===== src/rtl/id_stage.sv =====
`default_nettype none
// ============================================================================
// Module   : id_stage
// Purpose  : RV32I decode stage with writeback bypass, load-use stall
//            detection and the ID/EX pipeline register.
// Revision : 1.0
// ============================================================================
module id_stage (
  input  logic        clk,
  input  logic        reset,
  input  logic [31:0] InstrD,
  input  logic [31:0] PCD,
  input  logic [31:0] PCPlus4D,
  input  logic        ValidD,
  output logic [4:0]  A1,
  output logic [4:0]  A2,
  input  logic [31:0] RD1,
  input  logic [31:0] RD2,
  input  logic        WE3W,
  input  logic [4:0]  RdW,
  input  logic [31:0] WD3W,
  input  logic        FlushE,
  output logic        StallD,
  output logic        ValidE,
  output logic        IllegalE,
  output logic [31:0] PCE,
  output logic [31:0] PCPlus4E,
  output logic [31:0] RD1E,
  output logic [31:0] RD2E,
  output logic [31:0] ImmExtE,
  output logic [4:0]  Rs1E,
  output logic [4:0]  Rs2E,
  output logic [4:0]  RdE,
  output logic [2:0]  Funct3E,
  output logic        RegWriteE,
  output logic        MemWriteE,
  output logic        BranchE,
  output logic        JumpE,
  output logic        JalrE,
  output logic        ALUSrcAE,
  output logic        ALUSrcBE,
  output logic [1:0]  ResultSrcE,
  output logic [3:0]  ALUControlE
);

  localparam logic [6:0] c_OP_REG = 7'b0110011;
  localparam logic [6:0] c_OP_IMM = 7'b0010011;
  localparam logic [6:0] c_LOAD   = 7'b0000011;
  localparam logic [6:0] c_STORE  = 7'b0100011;
  localparam logic [6:0] c_BRANCH = 7'b1100011;
  localparam logic [6:0] c_JAL    = 7'b1101111;
  localparam logic [6:0] c_JALR   = 7'b1100111;
  localparam logic [6:0] c_LUI    = 7'b0110111;
  localparam logic [6:0] c_AUIPC  = 7'b0010111;

  localparam logic [3:0] c_ALU_ADD   = 4'd0;
  localparam logic [3:0] c_ALU_SUB   = 4'd1;
  localparam logic [3:0] c_ALU_SLL   = 4'd2;
  localparam logic [3:0] c_ALU_SLT   = 4'd3;
  localparam logic [3:0] c_ALU_SLTU  = 4'd4;
  localparam logic [3:0] c_ALU_XOR   = 4'd5;
  localparam logic [3:0] c_ALU_SRL   = 4'd6;
  localparam logic [3:0] c_ALU_SRA   = 4'd7;
  localparam logic [3:0] c_ALU_OR    = 4'd8;
  localparam logic [3:0] c_ALU_AND   = 4'd9;
  localparam logic [3:0] c_ALU_PASSB = 4'd10;

  localparam logic [1:0] c_RES_ALU = 2'b00;
  localparam logic [1:0] c_RES_MEM = 2'b01;
  localparam logic [1:0] c_RES_PC4 = 2'b10;

  logic [6:0]  w_opcode;
  logic [2:0]  w_funct3;
  logic [4:0]  w_rd;
  logic        w_f7b5;
  logic [31:0] w_imm_i, w_imm_s, w_imm_b, w_imm_u, w_imm_j;
  logic [3:0]  w_alu_f3;
  logic        w_reg_write, w_mem_write, w_branch, w_jump, w_jalr;
  logic        w_src_a, w_src_b, w_illegal, w_use1, w_use2;
  logic [1:0]  w_result_src;
  logic [3:0]  w_alu;
  logic [31:0] w_imm;
  logic [31:0] w_rs1_val, w_rs2_val;
  logic        w_stall, w_bubble;

  logic        r_valid, r_illegal, r_reg_write, r_mem_write, r_branch;
  logic        r_jump, r_jalr, r_src_a, r_src_b;
  logic [1:0]  r_result_src;
  logic [3:0]  r_alu;
  logic [2:0]  r_funct3;
  logic [4:0]  r_rs1, r_rs2, r_rd;
  logic [31:0] r_pc, r_pc4, r_rd1, r_rd2, r_imm;

  assign w_opcode = InstrD[6:0];
  assign w_funct3 = InstrD[14:12];
  assign w_rd     = InstrD[11:7];
  assign w_f7b5   = InstrD[30];
  assign A1       = InstrD[19:15];
  assign A2       = InstrD[24:20];

  assign w_imm_i = {{20{InstrD[31]}}, InstrD[31:20]};
  assign w_imm_s = {{20{InstrD[31]}}, InstrD[31:25], InstrD[11:7]};
  assign w_imm_b = {{19{InstrD[31]}}, InstrD[31], InstrD[7], InstrD[30:25], InstrD[11:8], 1'b0};
  assign w_imm_u = {InstrD[31:12], 12'b0};
  assign w_imm_j = {{11{InstrD[31]}}, InstrD[31], InstrD[19:12], InstrD[20], InstrD[30:21], 1'b0};

  // Register-file write lands at the edge, so a same-cycle writeback must be bypassed here.
  assign w_rs1_val = (WE3W && (RdW != 5'd0) && (RdW == A1)) ? WD3W : RD1;
  assign w_rs2_val = (WE3W && (RdW != 5'd0) && (RdW == A2)) ? WD3W : RD2;

  always_comb begin
    w_alu_f3 = c_ALU_ADD;
    case (w_funct3)
      3'b000:  w_alu_f3 = c_ALU_ADD;
      3'b001:  w_alu_f3 = c_ALU_SLL;
      3'b010:  w_alu_f3 = c_ALU_SLT;
      3'b011:  w_alu_f3 = c_ALU_SLTU;
      3'b100:  w_alu_f3 = c_ALU_XOR;
      3'b101:  w_alu_f3 = w_f7b5 ? c_ALU_SRA : c_ALU_SRL;
      3'b110:  w_alu_f3 = c_ALU_OR;
      default: w_alu_f3 = c_ALU_AND;
    endcase
  end

  always_comb begin
    w_reg_write  = 1'b0;
    w_mem_write  = 1'b0;
    w_branch     = 1'b0;
    w_jump       = 1'b0;
    w_jalr       = 1'b0;
    w_src_a      = 1'b0;
    w_src_b      = 1'b0;
    w_illegal    = 1'b0;
    w_use1       = 1'b0;
    w_use2       = 1'b0;
    w_result_src = c_RES_ALU;
    w_alu        = c_ALU_ADD;
    w_imm        = 32'd0;
    case (w_opcode)
      c_OP_REG: begin
        w_reg_write = 1'b1;
        w_use1      = 1'b1;
        w_use2      = 1'b1;
        w_alu       = (w_funct3 == 3'b000 && w_f7b5) ? c_ALU_SUB : w_alu_f3;
      end
      c_OP_IMM: begin
        w_reg_write = 1'b1;
        w_use1      = 1'b1;
        w_src_b     = 1'b1;
        w_imm       = w_imm_i;
        w_alu       = w_alu_f3;
      end
      c_LOAD: begin
        w_reg_write  = 1'b1;
        w_use1       = 1'b1;
        w_src_b      = 1'b1;
        w_imm        = w_imm_i;
        w_result_src = c_RES_MEM;
      end
      c_STORE: begin
        w_mem_write = 1'b1;
        w_use1      = 1'b1;
        w_use2      = 1'b1;
        w_src_b     = 1'b1;
        w_imm       = w_imm_s;
      end
      c_BRANCH: begin
        w_branch = 1'b1;
        w_use1   = 1'b1;
        w_use2   = 1'b1;
        w_imm    = w_imm_b;
        w_alu    = c_ALU_SUB;
      end
      c_JAL: begin
        w_jump       = 1'b1;
        w_reg_write  = 1'b1;
        w_src_a      = 1'b1;
        w_src_b      = 1'b1;
        w_imm        = w_imm_j;
        w_result_src = c_RES_PC4;
      end
      c_JALR: begin
        w_jump       = 1'b1;
        w_jalr       = 1'b1;
        w_reg_write  = 1'b1;
        w_use1       = 1'b1;
        w_src_b      = 1'b1;
        w_imm        = w_imm_i;
        w_result_src = c_RES_PC4;
      end
      c_LUI: begin
        w_reg_write = 1'b1;
        w_src_b     = 1'b1;
        w_imm       = w_imm_u;
        w_alu       = c_ALU_PASSB;
      end
      c_AUIPC: begin
        w_reg_write = 1'b1;
        w_src_a     = 1'b1;
        w_src_b     = 1'b1;
        w_imm       = w_imm_u;
      end
      default: w_illegal = 1'b1;
    endcase
  end

  // A load in E whose destination feeds a live source of D needs one bubble.
  assign w_stall = ValidD && r_reg_write && (r_result_src == c_RES_MEM) && (r_rd != 5'd0) &&
                   ((w_use1 && (A1 == r_rd)) || (w_use2 && (A2 == r_rd)));
  assign w_bubble = FlushE || w_stall || !ValidD;
  assign StallD   = w_stall;

  always_ff @(posedge clk) begin
    if (reset || w_bubble) begin
      r_valid      <= 1'b0;
      r_illegal    <= 1'b0;
      r_reg_write  <= 1'b0;
      r_mem_write  <= 1'b0;
      r_branch     <= 1'b0;
      r_jump       <= 1'b0;
      r_jalr       <= 1'b0;
      r_src_a      <= 1'b0;
      r_src_b      <= 1'b0;
      r_result_src <= 2'b00;
      r_alu        <= 4'd0;
      r_funct3     <= 3'd0;
      r_rs1        <= 5'd0;
      r_rs2        <= 5'd0;
      r_rd         <= 5'd0;
      r_pc         <= 32'd0;
      r_pc4        <= 32'd0;
      r_rd1        <= 32'd0;
      r_rd2        <= 32'd0;
      r_imm        <= 32'd0;
    end else begin
      r_valid      <= 1'b1;
      r_illegal    <= w_illegal;
      r_reg_write  <= w_reg_write && (w_rd != 5'd0);
      r_mem_write  <= w_mem_write;
      r_branch     <= w_branch;
      r_jump       <= w_jump;
      r_jalr       <= w_jalr;
      r_src_a      <= w_src_a;
      r_src_b      <= w_src_b;
      r_result_src <= w_result_src;
      r_alu        <= w_alu;
      r_funct3     <= w_funct3;
      r_rs1        <= A1;
      r_rs2        <= A2;
      r_rd         <= w_rd;
      r_pc         <= PCD;
      r_pc4        <= PCPlus4D;
      r_rd1        <= w_rs1_val;
      r_rd2        <= w_rs2_val;
      r_imm        <= w_imm;
    end
  end

  assign ValidE      = r_valid;
  assign IllegalE    = r_illegal;
  assign RegWriteE   = r_reg_write;
  assign MemWriteE   = r_mem_write;
  assign BranchE     = r_branch;
  assign JumpE       = r_jump;
  assign JalrE       = r_jalr;
  assign ALUSrcAE    = r_src_a;
  assign ALUSrcBE    = r_src_b;
  assign ResultSrcE  = r_result_src;
  assign ALUControlE = r_alu;
  assign Funct3E     = r_funct3;
  assign Rs1E        = r_rs1;
  assign Rs2E        = r_rs2;
  assign RdE         = r_rd;
  assign PCE         = r_pc;
  assign PCPlus4E    = r_pc4;
  assign RD1E        = r_rd1;
  assign RD2E        = r_rd2;
  assign ImmExtE     = r_imm;

endmodule
`default_nettype wire


===== config.mk =====
export PLATFORM = sky130hd
export DESIGN_NAME = id_stage
export DESIGN_NICKNAME = d
export VERILOG_FILES = /design/src/rtl/id_stage.sv
export SDC_FILE = /design/constraint.sdc
export NUM_CORES = 1
export LEC_CHECK = 0
export ABC_AREA = 1
export BUFFER_PORTS_ARGS = -buffer_cell sky130_fd_sc_hd__buf_2
export CORE_AREA = 2 2 156 158
export CTS_CLUSTER_SIZE = 25
export DETAILED_ROUTE_END_ITERATION = 10
export DIE_AREA = 0 0 158 160
export PLACE_DENSITY = 0.57
export RECOVER_POWER = 50
export SLEW_MARGIN = 40
export SYNTH_ARGS = -nofsm -noshare
export SYNTH_HDL_FRONTEND = slang
export SYNTH_SLANG_ARGS = --single-unit

===== constraint.sdc =====
create_clock -name clk -period 1.7 [get_ports clk]
set_input_delay 0.17 -clock clk [delete_from_list [all_inputs] [get_ports clk]]
set_output_delay 0.17 -clock clk [all_outputs]
set_load 0.02 [all_outputs]

==> reports/qor.txt, run 1 <==
GPL Wtd Cong: 0.921
LEAKAGE: 6.00 nW
Number of global-route vias before repair: 7239
Sequential area share after synthesis: 0.538
Final setup skew: 17.1 ps
Comb power frac: 0.129
Worst Slack Setup Final: -20.9 ps
Core box area: 23800 um^2
Failing checks: negative setup slack
Internal: 7.34 mW
Pin count of the biggest net entering global routing: 54
Total wire length: 27.4 mm
Largest family of logic cells by synthesized area: simple AND/OR/NAND/NOR gates
Die height: 160 um
Switching part of the total: 0.278
First-pass GRT wire length: 38.3 mm
Post-synthesis xor/xnor area fraction: 0.0207
1st-pass router iterations: 5
Max incr delay on CP: 390 ps
Total power: 10.2 mW
Cell Chain, Critical Path: inv_2, nand2_1, nand2_1, a21oi_2, nand3_2, nand2_2, nand2_2, buf_4, nand2_8, buf_4, clkbuf_16, nor2_1
WL/cell: 15.2 um
# setup viols final: 56
CTS Buf Count: 17
Share of post-route cells with drive strength above 1: 0.256
RSZ-0062 raised after global routing: yes
Register bit total from synthesis: 193
Worst rel slew slack: 0.721
Final nets: 1663
Slew Limit Fails: 0
Max Freq: 581 MHz
CTS root buf: clkbuf_16
DP HPWL: 18.6 mm
Placed inst area: 9660 um^2
Post-synthesis cell count: 964
Starting Density: 0.301
Reg power frac: 0.457
CTS Buffer Depth: 2
Clk_lat worst skew: 430 ps
Vias post-DR: 7622
Adder-cell share of the synthesized area: 0
Initial antenna violation count: 3
Area delta synth->final: 56.4%
CP required: 2020 ps
Setup TNS: -479 ps
Crit end category: flop
Port-buffer cells: 405
Worst Hold Class: input port to flop
Initial DRC count: 485
CTS tree: built
Peak VDD IR: 0.590 mV
Die ar.: 25300 um^2
Period utilization: 1.01
FILL cells: 2462
Post-synthesis compound-gate area fraction: 0.0239
Residual DRC count: 0
Final Hold Vio Count: 0
Mux contribution to synthesized area: 0
Mapped Area: 7180 um^2
H-tree levels: 4
Max_cap viols: 0
Total GRT Usage: 0.196
DRT antenna net count: 0
Critical Path AT: 2040 ps
Finished layout cell area: 11200 um^2
Synth warnings: 0
Overflow after GRT: 0
I/O pin count: 406
Via density: 4.23
Worst-path maximum fanout: 19
Synth Area in Simple Gates: 0.280
Unique masters post-synth: 22
Critical path class: flop to flop
Worst slew pin tran: 421 ps
Net Sw Power: 2.83 mW
Die width: 158 um
CTS sink cnt: 193
Synthesized area per cell: 7.45 um^2
Syn Nets: 1166
CTS clk-pin slew, worst paths: 80 ps
CP max-delay cell: dfxtp_4
Pwr per Cell Area: 906 nW/um^2
Row count: 57
Crit path time final: 1720 ps
Place WS: -128 ps
CP Launch Type: flop
Clock power share: 0.414
Status: finished with violations
registers in the layout (all words and copies together) (netlist names), 3 cells and up:
signal / cells
ALUControlE: 4
Funct3E: 3
ImmExtE: 32
PCE: 32
PCPlus4E: 32
RD1E: 32
RD2E: 32
RdE: 5
Rs1E: 5
Rs2E: 5
per-stage QoR:
stage | utilization | hold slack, ps | cells
3_3_place_gp | 0.406 | 381 | 1676
2_1_floorplan | - | 282 | 964
3_5_place_dp | 0.406 | 388 | 1676
5_1_grt | 0.471 | 31.6 | 1801
6_report | 0.471 | 38.7 | 1802
4_1_cts | 0.466 | 8.62 | 1785
Yosys cell counts:
library cell | instances | area share
buf_6 | 10 | 0.016
nand4_1 | 5 | 0.0044
clkbuf_1 | 17 | 0.0089
nand3b_1 | 1 | 0.0010
a22oi_1 | 5 | 0.0052
o211ai_1 | 1 | 0.0010
nand2_1 | 184 | 0.096
a31oi_1 | 1 | 0.00087
nand3_1 | 75 | 0.052
inv_1 | 166 | 0.087
buf_2 | 6 | 0.0042
nor3_1 | 6 | 0.0042
buf_4 | 19 | 0.020
inv_2 | 3 | 0.0016
nor2_2 | 1 | 0.00087
xnor2_1 | 8 | 0.0098
nor2_1 | 227 | 0.12
xor2_1 | 9 | 0.011
nand2_2 | 3 | 0.0026
dfxtp_1 | 193 | 0.54
a21oi_1 | 18 | 0.013
o21ai_0 | 6 | 0.0042
placed cells by master, fill, tap and decap left out, drive strengths merged:
master       count
nand4            5
a21oi           18
xor2             9
a31oi            1
o21ai            6
nor3             6
bufinv           1
buf            312
diode            4
clkbuf         159
inv            175
nor2           228
dfxtp          193
clkinv           8
a22oi            5
dlygate4sd3     75
o211ai           1
nand3           75
xnor2            8
nand2          188
nand3b           1
layer usage:
layer | up-vias | global-route usage | routed length (um)
met1 | 3462 | 0.242 | 11600
met2 | 294 | 0.333 | 13400
met4 | 0 | 0.0659 | 487
li1 | 3834 | - | -
met5 | - | 0 | 0
met3 | 32 | 0.0448 | 1950
layout make-up:
class	instances	area [um^2]	area share
diodes	4	10.0	0.000892
clock buffers	17	425	0.0379
clock inverters	15	209	0.0186
inverters	169	634	0.0565
multi-input cells	551	2410	0.215
flip-flops and latches	193	3870	0.345
well taps	324	405	0.0361
repair buffers	529	3250	0.290
critical path: cells and delay by family (launching register included):
| family | cells | cell delay [ps] |
|---|---|---|
| AOI/OAI and AO/OA | 1 | 160 |
| DFF | 1 | 390 |
| and+or+nand+nor | 7 | 540 |
| buffers and inverters | 4 | 540 |
power groups by stage:
stage,Sequential [mW],Combinational (mW),Clock (mW)
after global routing,4.66,1.44,4.53
final,4.65,1.31,4.21
after floorplan,4.88,0.447,0
after detailed placement,4.75,1.12,0
after global placement,4.75,1.11,0
after CTS,4.64,1.26,4.34
cells by family (layout without fill, tap and decap cells):
group / Yosys count / after routing
other: 0 / 4
xor gates and xnor gates: 17 / 17
and+or+nand+nor: 502 / 503
DFF: 193 / 193
buffers and inverters: 221 / 730
AOI/OAI and AO/OA: 31 / 31
what timing repair did:
item | in CTS | in global routing
gates resized for setup | 12 | 20
endpoints found under the setup margin | 192 | 184
gates cloned | 0 | 9
hold buffers | 75 | 0
setup buffers | 2 | 4
endpoints found under the hold margin | 75 | 0
pin swaps | 4 | 7
final timing paths:
path                            slack, ps  cells after the start  startpoint       endpoint
worst max-delay path                  -20                     12      RdE[0]       RD2E[17]
worst min-delay path                   40                      4   InstrD[4]  ResultSrcE[0]
worst max register to register        -20                     12      RdE[0]       RD2E[17]
worst min register to register       1080                      7   RegWriteE         RdE[4]
Note: power is estimated with default switching activity, not from simulation.
==> run 2, diff against run 1 <==
Settings changed: CORE_AREA 2 2 156 158 to 4 4 154 156, PLACE_DENSITY 0.57 to 0.59.
Clock period 1.7 ns to 1.8 ns, I/O delays scaled along.
==> run 2 against run 1 <==
Effect of this change: highest routed layer is now met5; largest power group unchanged; via count down 1.8%; clock power shrank 12%; die area unchanged; first-iteration DRC count grew 5.4%; setup slack improved by 110 ps; global-route usage grew 0.74 points; critical path depth shrank 3; critical endpoint is now StallD; clock skew is 2.3 ps lower; largest cell class unchanged; final cell count is 3.4% lower; the flow now finishes without violations; sequential share of layout area up 1.6 points.
==> reports/qor.txt, run 2 (same netlist as run 1, synthesis figures left out) <==
Status: completed (was finished with violations)
Worst Hold Class: input port to flop (unchanged)
Critical path class: flop to output port (was flop to flop)
CTS Buffer Depth: 2 (unchanged)
Finished layout cell area: 10700 um^2 (was 11200 um^2)
Number of global-route vias before repair: 7325 (was 7239)
Critical Path AT: 1530 ps (was 2040 ps)
DP HPWL: 20.0 mm (was 18.6 mm)
Most frequent cells in the layout: 222 x nor2_1, 207 x buf_2, 198 x clkbuf_1 (was 267 x buf_2, 221 x nor2_1, 189 x dfxtp_1)
CP required: 1620 ps (was 2020 ps)
Clk_lat worst skew: 430 ps (about the same)
CTS tree: built (unchanged)
Place WS: 57.3 ps (was -128 ps)
Final Hold Vio Count: 0 (unchanged)
Final nets: 1643 (was 1663)
GPL Wtd Cong: 0.919 (was 0.921)
Worst rel slew slack: 0.734 (was 0.721)
Crit end category: output port (was flop)
Overflow after GRT: 0 (unchanged)
FF+latch area: 3870 um^2 (about the same)
CTS clk-pin slew, worst paths: 70 ps (was 80 ps)
1st-pass router iterations: 5 (unchanged)
Top cell by count, worst path: nand2_1
Switching part of the total: 0.276 (was 0.278)
First-pass GRT wire length: 40.3 mm (was 38.3 mm)
Cell total after placement: 1634 (was 1676)
Initial DRC count: 511 (was 485)
Worst hold stages: 3 (was 4)
Vias post-DR: 7485 (was 7622)
Max Freq: 583 MHz
LEAKAGE: 5.56 nW (was 6.00 nW)
Worst R2R Setup Slack: 150 ps (was -20 ps)
Die height: 160 um (unchanged)
CTS root buf: clkbuf_16 (unchanged)
Setup TNS: 0 ps (was -479 ps)
Area delta synth->final: 49.3% (was 56.4%)
Multi-input logic area: 2380 um^2 (was 2410 um^2)
Non-Filler Instances: 1741 (was 1802)
Worst Slack Setup Final: 86.2 ps (was -20.9 ps)
Starting Density: 0.321 (was 0.301)
CP max-delay cell: dfxtp_4 (unchanged)
Worst-path maximum fanout: 5 (was 19)
Core box area: 22400 um^2 (was 23800 um^2)
Worst slew pin tran: 396 ps (was 421 ps)
FF-to-FF path depth: 11 (was 12)
Die width: 158 um (unchanged)
DRT antenna net count: 0 (unchanged)
Total wire length: 27.0 mm (was 27.4 mm)
Comb power frac: 0.126 (was 0.129)
Total GRT Usage: 0.203 (was 0.196)
CP Launch Type: flop (unchanged)
Pwr per Cell Area: 863 nW/um^2 (was 906 nW/um^2)
Cell Chain, Critical Path: inv_1, nand2_1, nand2_1, a21oi_2, nand3_1, nand2_1, nand2_2, inv_1, buf_6 (was inv_2, nand2_1, nand2_1, a21oi_2, nand3_2, nand2_2, nand2_2, buf_4, nand2_8, buf_4, clkbuf_16, nor2_1)
Total power: 9.24 mW (was 10.2 mW)
Clock power share: 0.399 (was 0.414)
Final setup skew: 14.9 ps (was 17.1 ps)
Max incr delay on CP: 390 ps (about the same)
Peak VDD IR: 0.615 mV (was 0.590 mV)
Reg power frac: 0.475 (was 0.457)
Via density: 4.30 (was 4.23)
Commonest non-fill, non-tap cell in the layout: nor2_1 (was buf_2)
Max_cap viols: 0 (unchanged)
Share of post-route cells with drive strength above 1: 0.203 (was 0.256)
CTS sink cnt: 193 (unchanged)
Final worst hold slack: 18.5 ps (was 38.7 ps)
Crit path time final: 1710 ps
Placed inst area: 9620 um^2 (was 9660 um^2)
Final Util: 0.479 (was 0.471)
Pin count of the biggest net entering global routing: 38 (was 54)
H-tree levels: 4 (unchanged)
# setup viols final: 0 (was 56)
I/O pin count: 406 (unchanged)
Residual DRC count: 0 (unchanged)
Slew Limit Fails: 0 (unchanged)
CTS Buf Count: 17 (unchanged)
Internal: 6.69 mW (was 7.34 mW)
RSZ-0062 raised after global routing: no (was yes)
WL/cell: 15.5 um (was 15.2 um)
FILL cells: 2343 (was 2462)
Die ar.: 25300 um^2 (unchanged)
Port-buffer cells: 405 (unchanged)
Initial antenna violation count: 6 (was 3)
Row count: 55 (was 57)
Period utilization: 0.952
Net Sw Power: 2.55 mW (was 2.83 mW)
[run 2: cell types whose count changed in the layout (fill, tap and decap cells not counted), moves of 4 or more]
cell,before,now
clkbuf_1,137,198
buf_2,267,207
buf_4,29,22
clkbuf_16,22,17
clkinv_8,7,2
buf_12,7,11
buf_16,4,0
[run 2: critical path, delay by kind of cell (launching register included)]
kind                   cells  cell delay, ps
buffers and inverters      3             230
AO/OA/AOI/OAI              1             120
AND/OR/NAND/NOR            5             370
flip-flops                 1             390
[run 2: repair_timing]
item                                    in CTS  in global routing
hold buffers                                72                  0
setup buffers                                0                  1
resized for setup                            6                  9
pin swaps                                    0                  4
endpoints found under the setup margin       1                  1
hold endpoints to repair                    72                  0
[run 2: path summary, 6_finish.rpt]
kind,endpoint,startpoint
worst min register to register,PCPlus4E[27],RegWriteE
worst max-delay path,StallD,RdE[0]
worst max register to register,ALUControlE[1],RdE[0]
worst min-delay path,RdE[2],InstrD[9]
[run 2: final cells by class]
| cell class | count | share of cell area |
|---|---|---|
| Sequential cell | 193 | 0.361 |
| Multi-Input combinational cell | 550 | 0.223 |
| Inverter | 169 | 0.0592 |
| Antenna cell | 2 | 0.000467 |
| Timing Repair Buffer | 510 | 0.270 |
| Clock buffer | 18 | 0.0401 |
| Tap cell | 285 | 0.0333 |
| Clock inverter | 14 | 0.0133 |
[run 2: layer usage]
metal | vias up | routed length (um) | global-route usage
met5 | - | 41 | 0
met4 | 6 | 954 | 0.0865
met3 | 61 | 2270 | 0.0539
met2 | 347 | 12500 | 0.333
met1 | 3283 | 11200 | 0.250
li1 | 3788 | - | -
[run 2: power by group through the flow]
stage / sequential, mW / clock, mW / combinational (mW)
finish: 4.39 / 3.69 / 1.16
global route: 4.40 / 3.99 / 1.28
CTS: 4.39 / 3.80 / 1.19
detailed placement: 4.49 / 0 / 1.06
global placement: 4.49 / 0 / 1.06
floorplan: 4.61 / 0 / 0.422
